===== src/rtl/serial_comparator.sv =====
`default_nettype none
// ============================================================================
// Module      : serial_comparator
// Description : Bit-serial, MSB-first unsigned magnitude comparator with
//               registered GT/LT/EQ flags, done strobe and bit count.
// Revision    : 1.0 - initial release
// ============================================================================
module serial_comparator #(
    parameter int WIDTH      = 8,
    parameter bit EARLY_EXIT = 1'b1
) (
    input  logic                         clk,
    input  logic                         rst,
    input  logic                         start,
    input  logic [WIDTH-1:0]             A,
    input  logic [WIDTH-1:0]             B,
    output logic                         busy,
    output logic                         done,
    output logic                         A_gt_B,
    output logic                         A_lt_B,
    output logic                         A_eq_B,
    output logic [$clog2(WIDTH+1)-1:0]   cycles
);

    localparam int c_idx_w = (WIDTH > 1) ? $clog2(WIDTH) : 1;
    localparam int c_cnt_w = $clog2(WIDTH+1);

    localparam logic [c_idx_w-1:0] c_msb_idx = c_idx_w'(WIDTH-1);
    localparam logic [c_cnt_w-1:0] c_width   = c_cnt_w'(WIDTH);

    localparam logic [1:0] c_st_idle    = 2'd0;
    localparam logic [1:0] c_st_compare = 2'd1;
    localparam logic [1:0] c_st_done    = 2'd2;

    logic [1:0]         r_state;
    logic [1:0]         w_state_nxt;
    logic [WIDTH-1:0]   r_a;
    logic [WIDTH-1:0]   r_b;
    logic [c_idx_w-1:0] r_idx;
    logic               r_decided;
    logic               r_gt;
    logic               r_lt;
    logic               r_gt_out;
    logic               r_lt_out;
    logic               r_eq_out;
    logic [c_cnt_w-1:0] r_cycles;

    logic               w_bit_a;
    logic               w_bit_b;
    logic               w_bit_diff;
    logic               w_first_diff;
    logic               w_new_gt;
    logic               w_new_lt;
    logic               w_finish;
    logic [c_cnt_w-1:0] w_examined;

    // Once a differing bit has been seen, later bits must not alter gt/lt.
    always_comb begin
        w_bit_a      = r_a[r_idx];
        w_bit_b      = r_b[r_idx];
        w_bit_diff   = w_bit_a ^ w_bit_b;
        w_first_diff = w_bit_diff & ~r_decided;
        w_new_gt     = r_decided ? r_gt : (w_first_diff & w_bit_a);
        w_new_lt     = r_decided ? r_lt : (w_first_diff & w_bit_b);
        w_finish     = (r_idx == '0) || (EARLY_EXIT && w_first_diff);
        w_examined   = c_width - c_cnt_w'(r_idx);
    end

    always_comb begin
        w_state_nxt = r_state;
        case (r_state)
            c_st_idle:    if (start)    w_state_nxt = c_st_compare;
            c_st_compare: if (w_finish) w_state_nxt = c_st_done;
            c_st_done:                  w_state_nxt = c_st_idle;
            default:                    w_state_nxt = c_st_idle;
        endcase
    end

    always_ff @(posedge clk) begin
        if (rst) begin
            r_state <= c_st_idle;
        end else begin
            r_state <= w_state_nxt;
        end
    end

    always_ff @(posedge clk) begin
        if (rst) begin
            r_a       <= '0;
            r_b       <= '0;
            r_idx     <= '0;
            r_decided <= 1'b0;
            r_gt      <= 1'b0;
            r_lt      <= 1'b0;
            r_gt_out  <= 1'b0;
            r_lt_out  <= 1'b0;
            r_eq_out  <= 1'b0;
            r_cycles  <= '0;
        end else begin
            case (r_state)
                c_st_idle: begin
                    if (start) begin
                        r_a       <= A;
                        r_b       <= B;
                        r_idx     <= c_msb_idx;
                        r_decided <= 1'b0;
                        r_gt      <= 1'b0;
                        r_lt      <= 1'b0;
                    end
                end
                c_st_compare: begin
                    if (w_first_diff) begin
                        r_decided <= 1'b1;
                        r_gt      <= w_new_gt;
                        r_lt      <= w_new_lt;
                    end
                    // Published flags only change on the edge entering DONE.
                    if (w_finish) begin
                        r_gt_out <= w_new_gt;
                        r_lt_out <= w_new_lt;
                        r_eq_out <= ~(w_new_gt | w_new_lt);
                        r_cycles <= w_examined;
                    end else begin
                        r_idx <= r_idx - 1'b1;
                    end
                end
                default: begin
                end
            endcase
        end
    end

    assign busy   = (r_state != c_st_idle);
    assign done   = (r_state == c_st_done);
    assign A_gt_B = r_gt_out;
    assign A_lt_B = r_lt_out;
    assign A_eq_B = r_eq_out;
    assign cycles = r_cycles;

endmodule
`default_nettype wire


===== config.mk =====
export PLATFORM = sky130hd
export DESIGN_NAME = serial_comparator
export DESIGN_NICKNAME = d
export VERILOG_FILES = /design/src/rtl/serial_comparator.sv
export SDC_FILE = /design/constraint.sdc
export NUM_CORES = 1
export LEC_CHECK = 0
export ABC_CLOCK_PERIOD_IN_PS = 5500
export CAP_MARGIN = 20
export CELL_PAD_IN_SITES_DETAIL_PLACEMENT = 1
export CELL_PAD_IN_SITES_GLOBAL_PLACEMENT = 2
export CORE_UTILIZATION = 33
export DETAILED_ROUTE_END_ITERATION = 12
export PLACE_DENSITY_LB_ADDON = 0.1
export SLEW_MARGIN = 30
export SYNTH_ARGS = -nofsm -noshare
export SYNTH_HDL_FRONTEND = slang
export SYNTH_SLANG_ARGS = --single-unit

===== constraint.sdc =====
create_clock -name clk -period 5.5 [get_ports clk]
set_input_delay 0.55 -clock clk [delete_from_list [all_inputs] [get_ports clk]]
set_output_delay 0.55 -clock clk [all_outputs]
set_load 0.03 [all_outputs]

# == Word level (Yosys, flattened, before mapping) ==
# Cells that the tools add are included.
# word_totals
register_bits,31
output_inout_bits,9
wordCells,56
# op_classes
n_addsub,2
n_lt_le_gt_ge,1
n_eq_ne,6
muxes,19
bitwise_logic,7
reduce_logical,10
# op_table
cell,count
1-bit 2-to-1 mux,8
2-bit != test (second input constant),4
1-bit binary-select mux with 3-bit select,2
3-bit 2-to-1 mux,2
1-bit one-hot mux with 2 select lines,3
3-bit one-hot mux with 2 select lines,1
2-bit AND reduction,3
3-bit AND reduction,2
3-bit by 4-bit less-than comparator with 1-bit output (second input constant),1
2-bit 2-to-1 mux,2
2-bit one-hot mux with 2 select lines,1
2-bit nonzero test,2
4-bit by 3-bit subtractor with 4-bit output (first input constant),1
1-bit bitwise AND,3
3-bit zero test,1
3-bit by 1-bit subtractor with 3-bit output (second input constant),1
2-bit by 1-bit == test with 1-bit output (second input constant),1
2-bit == test (second input constant),1
2-bit zero test,1
1-bit inverter,2
1-bit logical OR,1
1-bit OR,1
1-bit bitwise XOR,1

# == Longest topological paths before layout ==
# Gate-level depths: netlist of the first run.
# depth
word_depth,8
ltp_mapped,8
ltp_nobuf,7

# == Worst setup path before layout of the first run ==
# No wires, ideal clock.
# synth_timing
path_type,register to register
startpoint,reg r_idx[0]
endpoint,"reg r_gt_out, in the netlist A_gt_B"
setup_time_ns,0.121
arrival_ns,1.965
t_required_ns,5.379
path_slack_ns,3.414
stages_incl_launch_ff,7
n_path_buf,1
synth_period_minus_slack_ns,2.086
cell_sequence,dfxtp_1 buf_6 mux4_2 mux2_2 xnor2_2 a22o_4 mux2_4
# synth_via
elab_chain_cells,6
# synth_rtl
element,line,source
"start, declared",39,logic [c_idx_w-1:0] r_idx;
"start signal, assigned",105,r_idx <= c_msb_idx;
"start signal, assigned",124,r_idx <= r_idx - 1'b1;
1-bit binary-select mux with 3-bit select (on tied branches),"59, 60",
1-bit 2-to-1 mux (on tied branches),"59, 60",
1-bit bitwise XOR,61,w_bit_diff = w_bit_a ^ w_bit_b;
1-bit bitwise AND,62,w_first_diff = w_bit_diff & ~r_decided;
1-bit bitwise AND / 1-bit logical OR (equally long branches),"63, 65",
1-bit 2-to-1 mux / 2-bit AND reduction (equally long branches),n/a,
"end signal, assigned",119,r_gt_out <= w_new_gt;
"end, declared",43,logic r_gt_out;
# Several ways; a longest one is shown, not always the timed one. The select of a mux whose other input is x is not followed.
# A chain may end at the register's enable or synchronous reset.

# == Final worst setup path of the first run ==
# Same ends and word-level chain as after synthesis.

==> summary.txt, run 1 <==
Status
  – Status: finished clean

Floorplanning
  – Die area: 0.00473 mm²
  – I/O Pins: 28
  – Initial Utilization: 35.5%
  – Die X-Extent: 68.8 µm
  – Core Area: 0.00414 mm²
  – Die H: 68.8 µm
  – Placement Rows: 23

Global routing
  – Gr usage total: 17.8%
  – First-pass GRT wire length: 5.89 mm
  – Largest net degree at the start of global routing: 26
  – Initial antenna violation count: 0
  – Vias in the first global route: 1,272
  – Total gr overflow: 0

Clock network
  – Post-CTS Setup Repair Bufs: 0
  – Total CTS buffers: 5
  – Worst-Skew Late Latency: 0.28 ns
  – CTS Root Cell: clkbuf_8
  – Num Clock Sinks: 31
  – Hold buffers post-CTS: 0
  – CTS tree: built
  – Clock transition at path regs: 0.06 ns
  – H-tree depth: 2
  – CTS Buffer Depth: 2
  – Post-cts resize count: 0

Final layout
  – Fillcell total: 508
  – P&R area growth vs syn: 25.6%
  – Ratio of cells with drive above 1 in the final layout: 11.0%
  – Commonest non-fill, non-tap cell in the layout: nand2_1
  – Post-route insts no fill: 241
  – Final net count: 212
  – Ant diodes: 0
  – Commonest cells after routing, fill and taps aside: 49 x nand2_1, 31 x dfxtp_1, 27 x clkdlybuf4s50_1

STA
  – Rel. slew slack: 52.0%
  – Worst setup margin: 3.23 ns
  – Achievable Freq: 440 MHz
  – Crit path time final: 2.27 ns
  – Worst-Margin Slew: 0.719 ns
  – Period utilization: 41.4%
  – Final setup viols: 0
  – Setup_tns: 0 ns
  – RSZ-0062 raised after global routing: false
  – Slew Limit Fails: 0
  – Hold WS: 0.454 ns
  – Endpoints failing hold: 0
  – Layout Skew: 0.00730 ns

Critical path
  – Crit path max-delay family: multiplexers
  – Worst-path cell chain: mux4_2 -> mux2_2 -> xnor2_2 -> a22o_4 -> mux2_4
  – Crit path buffers/inverters: 0
  – CP Class: flop to flop
  – CP startpoint kind: flop
  – CP max stage cell: mux4_2
  – CP max stage delay: 0.56 ns
  – Worst Path Required: 5.68 ns
  – CP Capture Type: flop
  – Arrival @ worst endpoint: 2.45 ns
  – Crit-path max FO: 7

Power
  – Cell Pwr Density: 454 mW/mm²
  – Leak: 0.705 nW
  – Power, Total: 0.838 mW
  – Maximum vdd ir drop: 0.000171 V

Route
  – Iter 0 DRT Violations: 34
  – Drt total wl: 3.48 mm
  – Total number of vias: 1,216
  – # DRC: 0
  – Met2 wire length: 1.69 mm
  – Avg WL per Cell: 14.4 µm
  – Router iterations before antenna repair: 3
  – Vias/cell: 5.05
  – Top sig layer: met4
  – WL met1: 1.62 mm
  – Metal3 WL: 106 µm
  – Post-route antenna net violation count: 0

Synth
  – Compound-cell area share of the yosys netlist: 15.7%
  – Ys async rst share: 0%
  – Xor/xnor cell area share of the yosys netlist: 2.21%
  – Simple-gate portion of the synthesized area: 18.5%
  – Post-synth EDFFs: 0
  – Post-synth net total: 187
  – Post-synth top flop: dfxtp_1
  – Seq/Total Area, Yosys: 42.2%
  – Synth unique cells: 35
  – Area leader, netlist: dfxtp_1
  – Post-Syn Instances: 165
  – Largest family of logic cells by synthesized area: simple AND/OR/NAND/NOR gates
  – Post-Syn Area: 0.00147 mm²
  – Mux share of post-synthesis cell area: 14.3%
  – Syn Area/Cell: 8.92 µm²
  – Yosys Warn Count: 0
  – Synth Register Bits: 31
  – Post-Synth Adder-Cell Area: 2.55%
  – Top cell type's share of synthesized area: 42.2%
  – Ranking of synthesized cells by area: dfxtp_1 42%, nand2_1 13%, a21oi_1 6.5%

Placement
  – Worst slack, placed: 3.22 ns
  – GP Congestion: 0.780
  – Port-buffer cells: 27
  – Dpl hpwl: 2.59 mm
  – Placed Instances: 233

Run
  – Max capacitance violation total: 0

Min path
  – Min-delay worst type: flop to flop
-- final timing paths --
path	start	end	slack [ns]	cells past startpoint
setup / recovery	r_idx[0]$_SDFFE_PP0P_	A_gt_B$_SDFFE_PP0P_	3.23	5
hold reg to reg	r_b[1]$_SDFFE_PP0P_	r_b[1]$_SDFFE_PP0P_	0.45	2
setup reg to reg	r_idx[0]$_SDFFE_PP0P_	A_gt_B$_SDFFE_PP0P_	3.23	5
hold / removal	r_b[1]$_SDFFE_PP0P_	r_b[1]$_SDFFE_PP0P_	0.45	2
-- flip-flops by register name, indices dropped and copies added, names as in the netlist --
name,cells
r_idx,3
A_gt_B,1
r_a,8
r_state,2
A_lt_B,1
r_lt,1
cycles,4
r_b,8
A_eq_B,1
r_gt,1
r_decided,1
-- power breakdown --
group | switching [mW] | internal [mW]
Clock | 0.0808 | 0.0886
Sequential | 0.0376 | 0.268
Combinational | 0.200 | 0.163
Total | 0.319 | 0.520
-- metal layers --
layer	up-vias	global-route usage, %
met4	0	8.42
met2	14	28.8
met1	578	21.7
li1	618	-
met3	6	4.93
met5	-	0
-- through the flow --
stage | util, % | area (µm²)
final | 44.6 | 1850
after global routing | 44.6 | 1850
after CTS | 44.6 | 1850
after detailed placement | 42.6 | 1770
after global placement | 42.6 | 1770
after floorplan | - | 1470
-- layout make-up --
type                            instances  area (µm²)  area share (%)
Clock buffer                            7        76.3            4.13
Sequential cell                        31         621            33.6
Inverter                                6        22.5            1.22
Clock inverter                          1        5.00           0.271
Tap cell                               50        62.6            3.39
Multi-Input combinational cell        118         783            42.4
Timing Repair Buffer                   28         278            15.0
-- worst register-to-register path, stage by stage (launching register included) --
cell and delay (ns):
dfxtp_1 0.49, mux4_2 0.56, mux2_2 0.37, xnor2_2 0.19
a22o_4 0.27, mux2_4 0.30
-- kinds of logic after synthesis --
logic type | count (synthesis)
AO/OA/AOI/OAI | 34
XOR/XNOR | 2
adder cells (fa/ha/maj) | 3
buffers and inverters | 16
flip-flops | 31
multiplexers | 14
AND/OR/NAND/NOR | 65
-- synthesized netlist by cell type (all sizes together), types with 3 or more instances --
cell,number
nor2b,3
clkbuf,8
nor2,7
dfxtp,31
ha,3
mux4,4
nand2,49
mux2,3
a21oi,19
mux2i,7
inv,6
Power figures use the tool's default switching activity.
==> run 2, diff against run 1 <==
--- a/config.mk
+++ b/config.mk
@@ -5,11 +5,11 @@
 export SDC_FILE = /design/constraint.sdc
 export NUM_CORES = 1
 export LEC_CHECK = 0
-export ABC_CLOCK_PERIOD_IN_PS = 5500
+export ABC_CLOCK_PERIOD_IN_PS = 2100
 export CAP_MARGIN = 20
 export CELL_PAD_IN_SITES_DETAIL_PLACEMENT = 1
 export CELL_PAD_IN_SITES_GLOBAL_PLACEMENT = 2
-export CORE_UTILIZATION = 33
+export CORE_UTILIZATION = 30
 export DETAILED_ROUTE_END_ITERATION = 12
 export PLACE_DENSITY_LB_ADDON = 0.1
 export SLEW_MARGIN = 30
==> constraint.sdc (replaced) <==
create_clock -name clk -period 2.1 [get_ports clk]
set_input_delay 0.21 -clock clk [delete_from_list [all_inputs] [get_ports clk]]
set_output_delay 0.21 -clock clk [all_outputs]
set_load 0.03 [all_outputs]
==> summary.txt, run 2 (synthesis gave the netlist of run 1 again) <==
Final layout
  – Commonest non-fill, non-tap cell in the layout: nand2_1 (unchanged)
  – Final net count: 225 (was 212)
  – P&R area growth vs syn: 37.7% (was 25.6%)
  – Ratio of cells with drive above 1 in the final layout: 18.6% (was 11.0%)
  – Ant diodes: 0 (unchanged)
  – Post-layout util: 42.9% (was 44.6%)
  – Final instance area: 0.00203 mm² (was 0.00185 mm²)
  – Commonest cells after routing, fill and taps aside: 49 x nand2_1, 30 x dfxtp_1, 27 x clkdlybuf4s50_1 (was 49 x nand2_1, 31 x dfxtp_1, 27 x clkdlybuf4s50_1)

Critical path
  – FF-to-FF path depth: 6 (was 5)
  – Setup slack, reg-to-reg: 0.03 ns (was 3.23 ns)
  – Stages on worst setup path: 6 (was 5)
  – CP max stage cell: mux4_2 (unchanged)
  – Worst-path cell chain: buf_6 -> mux4_2 -> mux2_4 -> xnor2_4 -> a22o_4 -> mux2_4 (was mux4_2 -> mux2_2 -> xnor2_2 -> a22o_4 -> mux2_4)
  – CP max stage delay: 0.48 ns (was 0.56 ns)
  – CP endpoint: A_gt_B$_SDFFE_PP0P_ (unchanged)
  – Reg2reg start: r_idx[0]$_SDFFE_PP0P_ (unchanged)
  – Crit-path max FO: 3 (was 7)
  – CP Capture Type: flop (unchanged)
  – Worst R2R End: A_gt_B$_SDFFE_PP0P_ (unchanged)
  – Top cell by count, worst path: mux2_4
  – Crit path buffers/inverters: 1 (was 0)
  – CP startpoint kind: flop (unchanged)
  – Critical Path Source: r_idx[0]$_SDFFE_PP0P_ (unchanged)
  – Arrival @ worst endpoint: 2.25 ns (was 2.45 ns)
  – CP Class: flop to flop (unchanged)
  – Worst Path Required: 2.28 ns (was 5.68 ns)
  – Crit path max-delay family: multiplexers (unchanged)

STA
  – Achievable Freq: 484 MHz (was 440 MHz)
  – Endpoints failing hold: 0 (unchanged)
  – Crit path time final: 2.07 ns (was 2.27 ns)
  – Final setup viols: 0 (unchanged)
  – RSZ-0062 raised after global routing: true (was false)
  – Slew Limit Fails: 0 (unchanged)
  – Layout Skew: 0.00675 ns (was 0.00730 ns)
  – Period utilization: 98.4% (was 41.4%)
  – Rel. slew slack: 73.5% (was 52.0%)
  – Worst-Margin Slew: 0.397 ns (was 0.719 ns)
  – Worst setup margin: 0.0327 ns (was 3.23 ns)

Route
  – Met2 wire length: 1.86 mm (was 1.69 mm)
  – Router iterations before antenna repair: 2 (was 3)
  – Vias/cell: 4.66 (was 5.05)
  – # DRC: 0 (unchanged)
  – Top sig layer: met4 (unchanged)
  – Post-route antenna net violation count: 0 (unchanged)
  – Avg WL per Cell: 13.2 µm (was 14.4 µm)
  – Drt total wl: 3.58 mm (was 3.48 mm)
  – Metal3 WL: 91 µm (was 106 µm)
  – Iter 0 DRT Violations: 63 (was 34)
  – Total number of vias: 1,264 (was 1,216)
  – WL met1: 1.57 mm (was 1.62 mm)

Clock network
  – CTS tree: built (unchanged)
  – CTS Buffer Depth: 2 (unchanged)
  – Total CTS buffers: 5 (unchanged)
  – Worst-Skew Late Latency: 0.28 ns (about the same)
  – Num Clock Sinks: 31 (unchanged)
  – Hold buffers post-CTS: 0 (unchanged)
  – H-tree depth: 2 (unchanged)
  – CTS Root Cell: clkbuf_8 (unchanged)
  – Clock transition at path regs: 0.07 ns (was 0.06 ns)

Floorplanning
  – Die H: 72.0 µm (was 68.8 µm)
  – I/O Pins: 28 (unchanged)
  – Die X-Extent: 72.0 µm (was 68.8 µm)
  – Core Area: 0.00472 mm² (was 0.00414 mm²)
  – Die area: 0.00519 mm² (was 0.00473 mm²)
  – Initial Utilization: 31.2% (was 35.5%)
  – Placement Rows: 25 (was 23)

Placement
  – Cell Area, Placed: 0.00187 mm² (was 0.00177 mm²)
  – GP Congestion: 0.725 (was 0.780)
  – Dpl hpwl: 2.77 mm (was 2.59 mm)
  – Port-buffer cells: 27 (unchanged)
  – Worst slack, placed: 0.00766 ns (was 3.22 ns)

Global routing
  – Vias in the first global route: 1,292 (was 1,272)
  – Gr usage total: 15.4% (was 17.8%)
  – Total gr overflow: 0 (unchanged)
  – Initial antenna violation count: 0 (unchanged)
  – First-pass GRT wire length: 6.05 mm (was 5.89 mm)
  – Largest net degree at the start of global routing: 17 (was 26)

Min path
  – Min-delay worst type: flop to flop (unchanged)

Power
  – Maximum vdd ir drop: 0.000362 V (was 0.000171 V)
  – Cell Pwr Density: 1220 mW/mm² (was 454 mW/mm²)
  – Leak: 0.794 nW (was 0.705 nW)

Run
  – Max capacitance violation total: 0 (unchanged)

Status
  – Status: finished clean (unchanged)
[run 2: how the worst min path moves through the flow]
stage                             endpoint  cells after the start                    from  slack (ns)
floorplan              r_a[0]$_SDFFE_PP0P_                      2                    A[0]        0.35
global placement    cycles[1]$_SDFFE_PP0P_                      2  cycles[1]$_SDFFE_PP0P_        0.44
detailed placement     r_b[4]$_SDFFE_PP0P_                      2     r_b[4]$_SDFFE_PP0P_        0.45
CTS                    r_b[4]$_SDFFE_PP0P_                      2     r_b[4]$_SDFFE_PP0P_        0.46
global route           r_a[1]$_SDFFE_PP0P_                      2     r_a[1]$_SDFFE_PP0P_        0.48
finish                 r_b[4]$_SDFFE_PP0P_                      2     r_b[4]$_SDFFE_PP0P_        0.46
[run 2: worst min-delay path: stages, from the launching register on]
cell     delay, ns
dfxtp_1       0.31
nand2_1       0.05
a21oi_1       0.05
[run 2: layer usage]
layer	vias to the layer above	track usage [%]
met2	21	27.3
met1	592	17.0
met5	-	0
met3	6	3.75
met4	0	8.06
li1	645	-
[run 2: per-stage QoR]
stage	instances	TNS [ns]	total power, mW	hold WS, ns
5_1_grt	271	-0.119	2.65	0.477
6_report	271	0	2.47	0.456
2_1_floorplan	165	0	1.53	0.346
3_3_place_gp	261	0	1.87	0.444
4_1_cts	269	0	2.43	0.462
3_5_place_dp	261	0	1.89	0.453
[run 2: repair_timing]
| action | in CTS | in global routing |
|---|---|---|
| pin swaps | 0 | 2 |
| setup buffers | 0 | 2 |
| setup endpoints to repair | 2 | 10 |
| gates resized for setup | 1 | 8 |
[run 2: area by class of cell]
cell class,count,area (µm²)
tap,67,83.8
sequential,31,622
timing repair buffer,41,387
fill,565,2700
inverter,6,22.5
clock buffer,8,100
multi-input combinational,118,811
[run 2: where the power goes]
part / switching (mW) / total (mW) / internal [mW]
combinational: 0.584 / 1.16 / 0.580
clock: 0.222 / 0.521 / 0.299
sequential: 0.0846 / 0.789 / 0.705
